--- src/rtl/plb_pkg.sv ---
// Shared PLB definitions: initiator FSM state encoding and the
// default read-data pattern returned when a transaction times out.
package plb_pkg;

    typedef enum logic [1:0] {
        IDLE   = 2'd0,
        STROBE = 2'd1,
        WAIT   = 2'd2,
        RESP   = 2'd3
    } plb_state_t;

    localparam logic [31:0] PLB_TIMEOUT_DATA = 32'hDEAD_0BAD;

endpackage

--- src/rtl/plb_initiator.sv ---
// Single-outstanding PLB bus initiator: accepts a command, issues a
// one-cycle strobe, waits for plbReady (or times out), returns a response.
// Ports:
//   clk, rst                          clock, sync active-high reset
//   cmdValid/cmdReady, cmdWrite,
//   cmdAddr, cmdBE, cmdData           command handshake and payload
//   rspValid/rspReady, rspData,
//   rspTimeout                        response handshake and payload
//   plbEn/plbRd/plbWr, plbAddr,
//   plbBE, plbWrData                  bus request strobes and fields
//   plbReady, plbRdData               responder completion and data
//   busy, strayReady                  status: not idle / sticky stray ready
module plb_initiator
    import plb_pkg::*;
#(
    parameter int unsigned TIMEOUT_CYCLES = 255,
    parameter logic [31:0] TIMEOUT_DATA   = PLB_TIMEOUT_DATA
) (
    input  logic        clk,
    input  logic        rst,
    input  logic        cmdValid,
    output logic        cmdReady,
    input  logic        cmdWrite,
    input  logic [31:0] cmdAddr,
    input  logic [3:0]  cmdBE,
    input  logic [31:0] cmdData,
    output logic        rspValid,
    input  logic        rspReady,
    output logic [31:0] rspData,
    output logic        rspTimeout,
    output logic        plbEn,
    output logic        plbRd,
    output logic        plbWr,
    output logic [31:0] plbAddr,
    output logic [3:0]  plbBE,
    output logic [31:0] plbWrData,
    input  logic        plbReady,
    input  logic [31:0] plbRdData,
    output logic        busy,
    output logic        strayReady
);

    localparam logic [15:0] LP_LAST = 16'(TIMEOUT_CYCLES - 1);

    plb_state_t  r_state;
    plb_state_t  w_state_nxt;
    logic        r_write;
    logic [31:0] r_addr;
    logic [3:0]  r_be;
    logic [31:0] r_wdata;
    logic [31:0] r_rsp_data;
    logic        r_rsp_to;
    logic [15:0] r_cnt;
    logic        r_stray;

    logic        w_accept;
    logic [31:0] w_rsp_data_nxt;
    logic        w_rsp_to_nxt;
    logic [15:0] w_cnt_nxt;
    logic        w_stray_hit;

    always_comb begin
        w_state_nxt    = r_state;
        w_accept       = 1'b0;
        w_rsp_data_nxt = r_rsp_data;
        w_rsp_to_nxt   = r_rsp_to;
        w_cnt_nxt      = r_cnt;
        unique case (r_state)
            IDLE: begin
                if (cmdValid) begin
                    w_accept    = 1'b1;
                    w_state_nxt = STROBE;
                end
            end
            STROBE: begin
                // plbReady is not a completion here; count starts fresh
                w_cnt_nxt   = 16'd0;
                w_state_nxt = WAIT;
            end
            WAIT: begin
                // ready wins over a timeout landing on the same cycle
                if (plbReady) begin
                    w_rsp_data_nxt = r_write ? 32'h0 : plbRdData;
                    w_rsp_to_nxt   = 1'b0;
                    w_state_nxt    = RESP;
                end else if (r_cnt == LP_LAST) begin
                    w_rsp_data_nxt = r_write ? 32'h0 : TIMEOUT_DATA;
                    w_rsp_to_nxt   = 1'b1;
                    w_state_nxt    = RESP;
                end else begin
                    w_cnt_nxt = r_cnt + 16'd1;
                end
            end
            RESP: begin
                if (rspReady) begin
                    w_state_nxt = IDLE;
                end
            end
            default: begin
                w_state_nxt = IDLE;
            end
        endcase
    end

    assign w_stray_hit = plbReady && (r_state != WAIT);

    always_ff @(posedge clk) begin
        if (rst) begin
            r_state    <= IDLE;
            r_write    <= 1'b0;
            r_addr     <= 32'h0;
            r_be       <= 4'h0;
            r_wdata    <= 32'h0;
            r_rsp_data <= 32'h0;
            r_rsp_to   <= 1'b0;
            r_cnt      <= 16'd0;
            r_stray    <= 1'b0;
        end else begin
            r_state    <= w_state_nxt;
            r_rsp_data <= w_rsp_data_nxt;
            r_rsp_to   <= w_rsp_to_nxt;
            r_cnt      <= w_cnt_nxt;
            if (w_stray_hit) begin
                r_stray <= 1'b1;
            end
            if (w_accept) begin
                r_write <= cmdWrite;
                r_addr  <= cmdAddr;
                r_be    <= cmdBE;
                r_wdata <= cmdData;
            end
        end
    end

    assign cmdReady   = (r_state == IDLE);
    assign rspValid   = (r_state == RESP);
    assign busy       = (r_state != IDLE);
    assign plbEn      = (r_state == STROBE);
    assign plbWr      = (r_state == STROBE) && r_write;
    assign plbRd      = (r_state == STROBE) && !r_write;
    assign plbAddr    = r_addr;
    assign plbBE      = r_be;
    assign plbWrData  = r_wdata;
    assign rspData    = r_rsp_data;
    assign rspTimeout = r_rsp_to;
    assign strayReady = r_stray;

endmodule
--- config.mk ---
export PLATFORM = sky130hd
export DESIGN_NAME = plb_initiator
export DESIGN_NICKNAME = d
export VERILOG_FILES = /design/src/rtl/plb_pkg.sv /design/src/rtl/plb_initiator.sv
export SDC_FILE = /design/constraint.sdc
export NUM_CORES = 1
export LEC_CHECK = 0
export CORE_UTILIZATION = 42
export CTS_CLUSTER_DIAMETER = 50
export DETAILED_ROUTE_END_ITERATION = 6
export PLACE_DENSITY = 0.83
export SYNTH_ARGS = -nofsm -noshare
export SYNTH_HDL_FRONTEND = slang
export SYNTH_SLANG_ARGS = --single-unit
--- constraint.sdc ---
create_clock -name clk -period 2.8 [get_ports clk]
set_input_delay 0.56 -clock clk [delete_from_list [all_inputs] [get_ports clk]]
set_output_delay 0.56 -clock clk [all_outputs]
set_load 0.1 [all_outputs]
== Word level (Yosys, flattened, before mapping) ==
Index checks and enable logic that the tools add are counted.

* Equal/unequal tests: 10
* Reductions and logical operators: 11
* $add $sub $neg: 1
* Multiplexer cells: 16

{| class="wikitable"
|+ Operators with widths
! operator !! number
|-
| 32-bit two-way mux || 4
|-
| 16-bit two-way mux || 2
|-
| 16-bit case mux with 2 select lines || 1
|-
| 16-bit by 1-bit adder with 16-bit output (second input constant) || 1
|-
| 16-bit by 8-bit equality test with 1-bit output (second input constant) || 1
|-
| 2-bit two-way mux || 4
|-
| 2-bit inequality test (second input constant) || 4
|-
| 2-bit case mux with 4 select lines || 1
|-
| 3-bit AND reduction || 2
|-
| 2-bit nonzero test || 3
|-
| 2-bit equality test (second input constant) || 2
|-
| 1-bit two-way mux || 4
|-
| 1-bit logical AND || 3
|-
| 3-bit inequality test (second input constant) || 1
|-
| 2-bit by 1-bit equality test with 1-bit output (second input constant) || 1
|-
| 2-bit zero test || 1
|-
| 2-bit by 1-bit inequality test with 1-bit output (second input constant) || 1
|-
| 2-bit AND reduction || 1
|-
| 1-bit zero test || 1
|}

* Bits of input ports: 106
* Bits in registers: 121
* Output and inout port bits: 108

== Longest topological paths before layout ==
* Depth after elaboration: 4
* Depth in mapped cells: 8
* Gate-level depth less buffers: 6

== Worst setup path after synthesis ==
No wires, ideal clock.

* Path kind: register -> register
* Start point: register r_state[0]
* End point: register r_wdata[17] (netlist: plbWrData[17])
* Path slack: -486 ps
* Library setup time: 70 ps
* Stages on the path, launching flop included: 9
* Clock period less this slack: 3286 ps
* Data arrival time: 3216 ps
* Path through: dfxtp_1 > inv_1 > ha_1 > inv_1 > nor2_1 > clkbuf_1 > clkbuf_1 > nand2_1 > a21oi_1

* Word-level cells in the longest chain between the ends: 2

{| class="wikitable"
|+ RTL lines
! what !! RTL line !! RTL
|-
| from (decl) || plb_initiator.sv:45 || <nowiki>plb_state_t r_state;</nowiki>
|-
| from (signal assigned) || plb_initiator.sv:119 || <nowiki>r_state <= w_state_nxt;</nowiki>
|-
| 2-bit zero test || n/a ||
|-
| via cmdReady || plb_initiator.sv:22 || <nowiki>output logic cmdReady,</nowiki>
|-
| 1-bit two-way mux || plb_initiator.sv:68 || <nowiki>unique case (r_state)</nowiki>
|-
| to (signal assigned) || plb_initiator.sv:130 || <nowiki>r_wdata <= cmdData;</nowiki>
|-
| to (decl) || plb_initiator.sv:50 || <nowiki>logic [31:0] r_wdata;</nowiki>
|}

The timed path passes the listed nets, and every way through them passes these cells.
A chain may end at the register's enable or synchronous reset.

== Worst setup path in the final report ==
* Start point: register r_cnt[0]
* End point: register r_cnt[13]

* Word-level cells in the longest chain between the ends: 4
* Elaborated cells between the ends (all ways): 7

{| class="wikitable"
|+ RTL lines
! what !! RTL line !! RTL
|-
| from (decl) || plb_initiator.sv:53 || <nowiki>logic [15:0] r_cnt;</nowiki>
|-
| from (signal assigned) || plb_initiator.sv:122 || <nowiki>r_cnt <= w_cnt_nxt;</nowiki>
|-
| 16-bit by 1-bit adder with 16-bit output || plb_initiator.sv:91 || <nowiki>w_cnt_nxt = r_cnt + 16'd1;</nowiki>
|-
| 16-bit two-way mux || plb_initiator.sv:86 || <nowiki>end else if (r_cnt == LP_LAST) begin</nowiki>
|-
| 16-bit two-way mux || plb_initiator.sv:82 || <nowiki>if (plbReady) begin</nowiki>
|-
| 16-bit case mux with 2 select lines || plb_initiator.sv:68 ||
|}

Parallel ways exist; a longest one is shown, timed or not. The select of a mux whose other input is x is not followed.

==> flow_metrics.py <==
metrics = {
    "floorplan": {
        "core_area_sq_um": 10900,
        "initial_utilization_pct": 43.6,
        "die_w_microns": 109,
        "io_pins": 214,
        "rows": 38,
        "die_h_microns": 109,
        "die-area_sq_um": 11800,
    },
    "synth": {
        "synth_seq_cells": 121,
        "yosysMostFrequentCell": "nand2_1",
        "yosysWarnings": 0,
        "synth_fp_nets": 666,
        "synth_commonest_cells": "nand2_1, dfxtp_1, a21oi_1, clkbuf_1, o21ai_0",
        "async_reset_ff_share_pct": 0,
        "synth-seq-area-share_pct": 50.8,
        "synth_edf_count": 0,
        "avgSynthCellArea_sq_um": 8.60,
        "synth_ff_type": "dfxtp_1",
        "netlist.top_cell.by_area": "dfxtp_1",
        "synth_area_sq_um": 4760,
        "yosysTopAreaCellShare_pct": 50.8,
        "synthCells": 554,
        "synth_area_leaders": "dfxtp_1, nand2_1, a21oi_1",
        "synth_cell_types": 52,
    },
    "power_and_ir_drop": {
        "power.density_nw_per_um2": 1080,
        "power_leakage_nw": 2.94,
        "peakVddDrop_mv": 0.899,
    },
    "clock_tree": {
        "cts_tree": "built",
        "cts_setup_buffers": 0,
        "cts_resized": 0,
        "hold_buffers": 0,
        "htreeDepth": 4,
        "clkTransAtPathRegs_ps": 50,
        "tritoncts.num_buffers": 17,
        "clk_latency_ps": 420,
        "clock-root-buffer": "clkbuf_16",
        "clock_sinks": 121,
        "clock_path_buffers": 2,
    },
    "routing": {
        "postRouteAntennaNets": 0,
        "drt_iter0_drc": 275,
        "wl_per_cell_microns": 15.9,
        "vias_per_cell": 5.43,
        "num_vias": 4912,
        "wirelength_mm": 14.3,
        "route.detailed.drc": 0,
        "firstDrtPassIters": 5,
    },
    "placed_design": {
        "dp_hpwl_mm": 10.0,
        "io_buffers": 213,
        "gp_congestion": 0.819,
    },
    "worst_setup_path": {
        "start_kind": "flip-flop",
        "rrSetupSlack_ps": 510,
        "crit_buf_inv": 2,
        "rr_startpoint": "r_cnt[0]$_SDFFE_PP0P_",
        "slowest_delay_ps": 520,
        "crit_required_ps": 3100,
        "cp_slowest_cell": "or4b_4",
        "startpoint": "r_cnt[0]$_SDFFE_PP0P_",
        "cp_cell_sequence": "inv_1 > ha_1 > or4b_4 > o41ai_2 > buf_4 > nor2_2 > a221o_1",
        "r2r_cells": 7,
        "crit_fanout": 21,
        "r2r_end": "r_cnt[13]$_SDFFE_PP0P_",
        "crit_family": "compound AO/OA/AOI/OAI gates",
        "arrival_ps": 2580,
        "end_kind": "flip-flop",
        "critPathKind": "reg2reg",
    },
    "hold_path": {
        "hold_depth": 2,
        "hold_end": "plbBE[2]$_SDFFE_PP0P_",
        "hp-class": "reg2reg",
        "worstHoldStart": "plbBE[2]$_SDFFE_PP0P_",
    },
    "finish": {
        "syn_to_final_growth_pct": 53.0,
        "drive_above_1_share_pct": 20.7,
        "nets": 866,
        "n_antenna_cell": 0,
        "fin_util_pct": 66.6,
    },
    "global_routing": {
        "grt_pass1_wl_mm": 22.3,
        "overflow": 0,
        "first_global_vias": 4740,
        "antenna_found_initial": 0,
        "grt_max_degree": 70,
        "grt_use_total_pct": 24.4,
    },
    "sta": {
        "period_needed_ps": 2290,
        "min_period_over_period_pct": 81.6,
        "max-slew-margin-rel_pct": 33.8,
        "final_hold_viol_count": 0,
        "fin_tns_setup_ps": 0,
        "setup_viol": 0,
        "rsz0062_at_grt": "no",
        "max_freq_mhz": 438,
        "worst_pin_slew_ps": 993,
        "finalClockSkew_ps": 5.83,
        "finalMaxSlewViolations": 0,
    },
    "status": {
        "outcome": "complete, no violations",
    },
    "flow_run": {
        "max-cap-violations": 0,
    },
}
[through the flow]
step / instances / power (mW) / cell area [sq um] / setup WS, ps / hold slack (ps)
finish: 905 / 7.85 / 7290 / 514 / 452
CTS: 905 / 7.88 / 7290 / 547 / 454
global route: 905 / 8.15 / 7290 / 404 / 472
detailed placement: 875 / 5.86 / 6730 / 362 / 447
floorplan: 554 / 4.98 / 4770 / 30.4 / 475
global placement: 875 / 5.78 / 6730 / 485 / 443
[report_power, final]
| group | switching [mW] | internal, mW |
|---|---|---|
| Clock | 0.710 | 1.31 |
| Combinational | 2.87 | 0.836 |
| Sequential | 0.145 | 1.98 |
| Total | 3.72 | 4.12 |
[registers in the layout (all words and copies together), names as in the netlist]
name	count
plbAddr	32
plbWrData	32
rspData	32
r_cnt	16
plbBE	4
r_state	2
r_write	1
rspTimeout	1
strayReady	1
[worst register-to-register path, cell delays in order (launching register included)]
cell and delay, ps:
dfxtp_1 340, inv_1 90, ha_1 170, or4b_4 520, o41ai_2 300, buf_4 300
nor2_2 100, a221o_1 360
[worst max-delay path by stage]
stage               cells after the start                    endpoint  slack, ps
finish                                  7      r_cnt[13]$_SDFFE_PP0P_        510
floorplan                               8  plbWrData[17]$_SDFFE_PP0P_         30
CTS                                     7      r_cnt[13]$_SDFFE_PP0P_        550
global route                            7      r_cnt[13]$_SDFFE_PP0P_        400
detailed placement                      5    rspData[14]$_SDFFE_PP0P_        360
global placement                        5    rspData[24]$_SDFFE_PP0P_        480
[final cells by class]
cell class | count | area [sq um]
Fill cell | 860 | 3650
Clock inverter | 1 | 5.00
Inverter | 8 | 30.0
Multi-Input combinational cell | 383 | 2150
Sequential cell | 121 | 2420
Clock buffer | 29 | 551
Tap cell | 140 | 175
Timing Repair Buffer | 223 | 1960
[cells in the final DEF, fill, tap and decap left out, types with 2 or more instances in the layout]
master / Yosys / layout
ha_1: 6 / 5
a21oi_1: 93 / 93
nor2_1: 8 / 7
o31ai_1: 2 / 2
and4_1: 5 / 5
nor3b_1: 2 / 2
nor4b_1: 2 / 2
buf_12: 0 / 2
a211oi_1: 3 / 3
o22a_1: 2 / 2
o211ai_1: 4 / 4
nand2_1: 146 / 145
clkbuf_8: 0 / 8
a221o_1: 2 / 2
o2111ai_1: 19 / 19
o41ai_1: 4 / 4
clkbuf_1: 33 / 4
nand2b_1: 5 / 5
nand4_1: 4 / 4
a22o_1: 14 / 14
clkbuf_16: 0 / 17
buf_4: 1 / 117
and2_1: 3 / 3
clkdlybuf4s50_1: 0 / 104
o21ai_0: 21 / 21
or3_1: 2 / 2
inv_1: 7 / 7
nand3_1: 8 / 8
nor2b_1: 4 / 3
nor3_1: 2 / 2
dfxtp_1: 121 / 121
nor4_1: 2 / 2
[kinds of logic (layout without fill, tap and decap cells)]
kind of cell,Yosys count,after routing,share of synthesized area [%]
AOI/OAI and AO/OA,177,177,24.3
adders and majority gates,6,6,1.58
buffers and inverters,50,261,4.44
DFF,121,121,50.8
muxes,2,2,0.446
and+or+nand+nor,198,198,18.4
[routing by layer]
layer / up-vias / GRT usage, % / wire length (microns)
met5: - / 0 / 0
met1: 2330 / 28.4 / 5760
met3: 24 / 8.50 / 1240
met4: 0 / 8.88 / 240
li1: 2361 / - / -
met2: 197 / 41.1 / 7100
No activity file was read; power rests on OpenSTA's default activity.
